<file path="config.mk">
export PLATFORM = sky130hd
export DESIGN_NAME = ctrlread_resp_engine
export DESIGN_NICKNAME = d
export VERILOG_FILES = /design/src/rtl/ctrlread_resp_engine.sv
export SDC_FILE = /design/constraint.sdc
export NUM_CORES = 1
export LEC_CHECK = 0
export ABC_CLOCK_PERIOD_IN_PS = 2100
export BUFFER_PORTS_ARGS = -buffer_cell sky130_fd_sc_hd__buf_2
export CAP_MARGIN = 20
export CELL_PAD_IN_SITES_DETAIL_PLACEMENT = 1
export CELL_PAD_IN_SITES_GLOBAL_PLACEMENT = 1
export CORE_ASPECT_RATIO = 1.1
export CORE_MARGIN = 2
export CORE_UTILIZATION = 30
export CTS_CLUSTER_DIAMETER = 60
export DETAILED_ROUTE_END_ITERATION = 8
export GPL_TIMING_DRIVEN = 0
export PLACE_DENSITY_LB_ADDON = 0.1
export SYNTH_ARGS = -nofsm -noshare
export SYNTH_HDL_FRONTEND = slang
export SYNTH_SLANG_ARGS = --single-unit
</file>
<file path="constraint.sdc">
create_clock -name clk -period 2.1 [get_ports clk]
set_clock_uncertainty 0.15 [all_clocks]
set_input_delay 0.105 -clock clk [delete_from_list [all_inputs] [get_ports clk]]
set_output_delay 0.105 -clock clk [all_outputs]
set_load 0.02 [all_outputs]
</file>
<file path="src/rtl/ctrlread_resp_engine.sv">
// rtl/ctrlread_resp_engine.sv - control-read responder: pops FIFO requests, reads memory, returns tagged responses.
// Optional WAIT timeout enabled by defining CTRLRD_TIMEOUT_EN.
module ctrlread_resp_engine #(
    parameter int ADDR_W  = 32,
    parameter int TAG_W   = 8,
    parameter int DATA_W  = 32,
    parameter int REQ_W   = TAG_W + ADDR_W,
    parameter int TIMEOUT = 255
) (
    input  logic              clk,
    input  logic              rst_n,
    input  logic [REQ_W-1:0]  req_dout,
    input  logic              req_empty,
    output logic              req_rd_en,
    output logic              mem_rd_req,
    output logic [ADDR_W-1:0] mem_addr,
    input  logic              mem_rvalid,
    input  logic [DATA_W-1:0] mem_rdata,
    output logic              resp_valid,
    input  logic              resp_ready,
    output logic [DATA_W-1:0] resp_data,
    output logic [TAG_W-1:0]  resp_tag,
    output logic              resp_err,
    output logic              stray_rvalid,
    output logic [15:0]       resp_count,
    output logic              busy
);

    typedef enum logic [2:0] {IDLE, LOAD, ISSUE, WAIT, RESP} state_t;

    localparam logic [ADDR_W-1:0] ALIGN_MASK = ADDR_W'(DATA_W / 8 - 1);

    state_t            state;
    logic [ADDR_W-1:0] req_addr;
    logic [TAG_W-1:0]  req_tag;

`ifdef CTRLRD_TIMEOUT_EN
    localparam int CNT_W = ($clog2(TIMEOUT + 1) < 8) ? 8 : $clog2(TIMEOUT + 1);

    function automatic logic [DATA_W-1:0] fill_pattern();
        logic [31:0]       word;
        logic [DATA_W-1:0] p;
        word = 32'hDEAD_BEEF;
        for (int i = 0; i < DATA_W; i++) begin
            p[i] = word[i % 32];
        end
        return p;
    endfunction

    localparam logic [DATA_W-1:0] TIMEOUT_DATA = fill_pattern();

    logic [CNT_W-1:0] wait_cnt;
`endif

    assign req_addr = req_dout[ADDR_W-1:0];
    assign req_tag  = req_dout[REQ_W-1:ADDR_W];
    assign busy     = (state != IDLE);

    // Pop only when there is data and the engine can take it this cycle (idle, or retiring a response).
    assign req_rd_en = rst_n && !req_empty &&
                       ((state == IDLE) || ((state == RESP) && resp_ready));

    always_ff @(posedge clk or negedge rst_n) begin
        if (!rst_n) begin
            state        <= IDLE;
            mem_rd_req   <= 1'b0;
            mem_addr     <= '0;
            resp_valid   <= 1'b0;
            resp_data    <= '0;
            resp_tag     <= '0;
            resp_err     <= 1'b0;
            stray_rvalid <= 1'b0;
            resp_count   <= '0;
`ifdef CTRLRD_TIMEOUT_EN
            wait_cnt     <= '0;
`endif
        end else begin
            mem_rd_req <= 1'b0;
            if (mem_rvalid && (state != WAIT)) begin
                stray_rvalid <= 1'b1;
            end
            case (state)
                IDLE: begin
                    if (!req_empty) begin
                        state <= LOAD;
                    end
                end
                LOAD: begin
                    mem_addr <= req_addr;
                    resp_tag <= req_tag;
                    if ((req_addr & ALIGN_MASK) != '0) begin
                        resp_err   <= 1'b1;
                        resp_data  <= '0;
                        resp_valid <= 1'b1;
                        state      <= RESP;
                    end else begin
                        mem_rd_req <= 1'b1;
                        state      <= ISSUE;
                    end
                end
                ISSUE: begin
`ifdef CTRLRD_TIMEOUT_EN
                    wait_cnt <= '0;
`endif
                    state <= WAIT;
                end
                WAIT: begin
                    if (mem_rvalid) begin
                        resp_data  <= mem_rdata;
                        resp_err   <= 1'b0;
                        resp_valid <= 1'b1;
                        state      <= RESP;
`ifdef CTRLRD_TIMEOUT_EN
                    end else if (wait_cnt == CNT_W'(TIMEOUT - 1)) begin
                        resp_data  <= TIMEOUT_DATA;
                        resp_err   <= 1'b1;
                        resp_valid <= 1'b1;
                        state      <= RESP;
                    end else begin
                        wait_cnt <= wait_cnt + 1'b1;
`endif
                    end
                end
                RESP: begin
                    if (resp_ready) begin
                        resp_valid <= 1'b0;
                        resp_count <= resp_count + 16'd1;
                        state      <= req_empty ? IDLE : LOAD;
                    end
                end
                default: state <= IDLE;
            endcase
        end
    end

endmodule

</file>
==> flow_summary_export.csv <==
group,metric,value,unit
detailed_routing,drc,0,
floorplan,num_io_pins,171,
layout,antenna_cells,0,
grt,grt_pass1_vias,3481,
placed_design,dp.cells,647,
clock_network,ctsHtreeMaxLevel,3,
clock_network,clk_path_buf_depth,2,
yosys,yosys_most_used_dff,"dfrtp_1",
grt,met1_usage,20.2,%
yosys,syn_area,3850,um^2
yosys,avgSynthCellArea,12.1,um^2
layout,area_growth,57.5,%
sta,finalSetupViolCount,0,
yosys,synth_compound_area_share,1.82,%
detailed_routing,dr.pass1.iters,4,
yosys,async_flop_share,100,%
floorplan,start_util,30.6,%
grt,antenna_found_initial,0,
grt,grt_start_max_net_pins,55,
layout,instances_no_fill,742,
yosys,synth-edff-count,0,
pwr,pwr_density_cell,1240,nW/um^2
clock_network,path_clk_slew,70,ps
job,drv_cap,0,
sta,hold_viol_final,0,
detailed_routing,wl,10800,um
sta,fin_crit,1950,ps
yosys,synth-seq-cells,95,
yosys,synth_xor_area_share,3.61,%
grt,grt_usage,16.4,%
placed_design,place_congestion,0.685,
layout,final_area,6070,um^2
clock_network,cts_tree,"built",
setup_path,required,1850,ps
sta,max_slew.worst_pin.slew,513,ps
setup_path,start_kind,"input pin",
setup_path,crit_type,"in2out",
yosys,synth_seq_area_share,61.7,%
floorplan,die_area,13800,um^2
floorplan,rows,43,
layout,final_nets,658,
floorplan,dieHeight,123,um
placed_design,dp_hpwl,7330,um
worst_hold_path,hold_path.class,"in2async",
detailed_routing,wl_per_cell,14.5,um
sta,fmax,0.514,GHz
yosys,synth_cells,319,
grt,gr-usage-met2,27.9,%
yosys,yosys.area_share.simple,17.2,%
setup_path,cp.arrival,1690,ps
yosys,synth_nets,397,
yosys,synth_cell_types,38,
floorplan,core-area,12600,um^2
grt,top_usage_layer,"met2",
clock_network,clock_latency,340,ps
placed_design,post_dp_cell_area,4930,um^2
detailed_routing,drt_iter0_drc,98,
setup_path,end_kind,"output pin",
yosys,synth_fa_ha_area_share,0.325,%
detailed_routing,vias,3323,
layout,nFillCells,1395,
placed_design,io_buffers,170,
grt,gr-total-overflow,0,
pwr,leakagePower,3.16,nW
clock_network,numCtsBuffers,9,
detailed_routing,ant_nets,0,
grt,grt_pass1_wl,17900,um
sta,post-route-period-util,92.7,%
setup_path,cp_max_fo,27,
pwr,ir_drop,793,uV
clock_network,cts.sinks,95,
layout,layout-drive-gt1-share,36.8,%
clock_network,post_cts_buffers,0,
outcome,status,"completed",
yosys,yosysWarnings,0,
yosys,synthMuxAreaShare,12.0,%
floorplan,die_x,112,um
sta,rsz0062_at_grt,"no",
clock_network,cts_root_buf,"clkbuf_16",
sta,maxSlewViolCount,0,
grt,grt_util_met3,3.80,%
sta,slew_headroom,65.8,%
detailed_routing,viasPerCell,4.48,
yosys,synth_top_family_by_area,"simple AND/OR/NAND/NOR gates",
-- cells by family (layout without fill, tap and decap cells) --
logic type	Yosys count	count (layout)
mux	41	41
buf+inv	20	286
compound gates	8	8
simple gates	139	139
flops	95	95
xor+xnor	15	15
fa+ha+maj	1	1
-- what timing repair did --
item / in CTS / in global routing
gates resized for setup: 0 / 2
hold buffers: 78 / 0
endpoints found under the hold margin: 120 / 0
endpoints found under the setup margin: 0 / 2
-- registers in the layout (all words and copies together), names as in the netlist --
name / flops
mem_rd_req: 1
stray_rvalid: 1
resp_data: 32
resp_err: 1
resp_tag: 8
mem_addr: 32
resp_valid: 1
resp_count: 16
state: 3
-- critical path, stage by stage --
cell	delay (ps)
dlygate4sd3_1	520
buf_4	180
buf_16	200
nand2b_1	70
a2111oi_0	330
buf_2	240
-- per-stage QoR --
step	setup WS [ps]	TNS (ps)	util, %	power [mW]	hold WS [ps]
CTS	58.8	0	48.0	7.62	154
finish	154	0	48.2	7.49	178
global route	35.6	0	48.2	7.98	202
global placement	-773	-28110	38.9	5.61	173
floorplan	173	0	-	4.61	-341
detailed placement	161	0	39.1	5.71	2.09
-- report_power, final --
| group | internal (mW) | switching, mW | leakage (nW) |
|---|---|---|---|
| registers | 2.42 | 0.304 | 1.22 |
| clock network | 1.04 | 0.695 | 0.148 |
| logic | 1.22 | 1.81 | 1.80 |
| total | 4.68 | 2.81 | 3.16 |
-- area by class of cell --
cell class / count / area [um^2] / share of cell area (%)
Buffer: 19 / 128 / 2.10
Clock buffer: 10 / 229 / 3.77
Clock inverter: 6 / 85.1 / 1.40
Inverter: 1 / 3.75 / 0.0619
Multi-Input combinational cell: 204 / 1340 / 22.1
Sequential cell: 95 / 2380 / 39.2
Tap cell: 157 / 196 / 3.24
Timing Repair Buffer: 250 / 1700 / 28.1
-- cells in the final DEF (no fill, tap or decap), types with 5 or more instances in the layout --
cell	netlist	final
clkbuf_16	0	10
xnor2_1	12	12
buf_2	11	180
dlygate4sd3_1	0	77
nor2_1	8	8
dfrtp_1	95	95
nand2_1	76	76
buf_6	5	5
mux2_1	40	40
nand3_1	35	35
-- worst paths after layout --
check,startpoint,to,slack [ps],depth (start not counted)
setup / recovery,rst_n,req_rd_en,150,6
hold / removal,rst_n,mem_addr[0],180,3
setup reg to reg,state[2],mem_addr[16],220,5
hold reg to reg,stray_rvalid,stray_rvalid,300,1
max in group asynchronous,rst_n,resp_data[8],1400,3
min in group clk,stray_rvalid,stray_rvalid,300,1
-- per-layer routing --
layer	wire length (um)	vias to the layer above
li1	-	1589
met1	4580	1625
met2	5450	97
met3	548	12
met4	194	0
met5	0	-
-- synthesized netlist by cell type, drive strengths merged, types with 2 or more instances --
cell type  count  area share (%)
dfrtp         95              62
nand2         76             7.4
mux2          41              12
nand3         37             5.1
buf           17             3.1
xnor2         13             3.2
nor2           8            0.78
nand4          3            0.88
and2           2            0.32
and3           2            0.32
and4           2            0.52
clkbuf         2            0.20
nand2b         2            0.32
xor2           2            0.45
No activity file was read; power rests on OpenSTA's default activity.
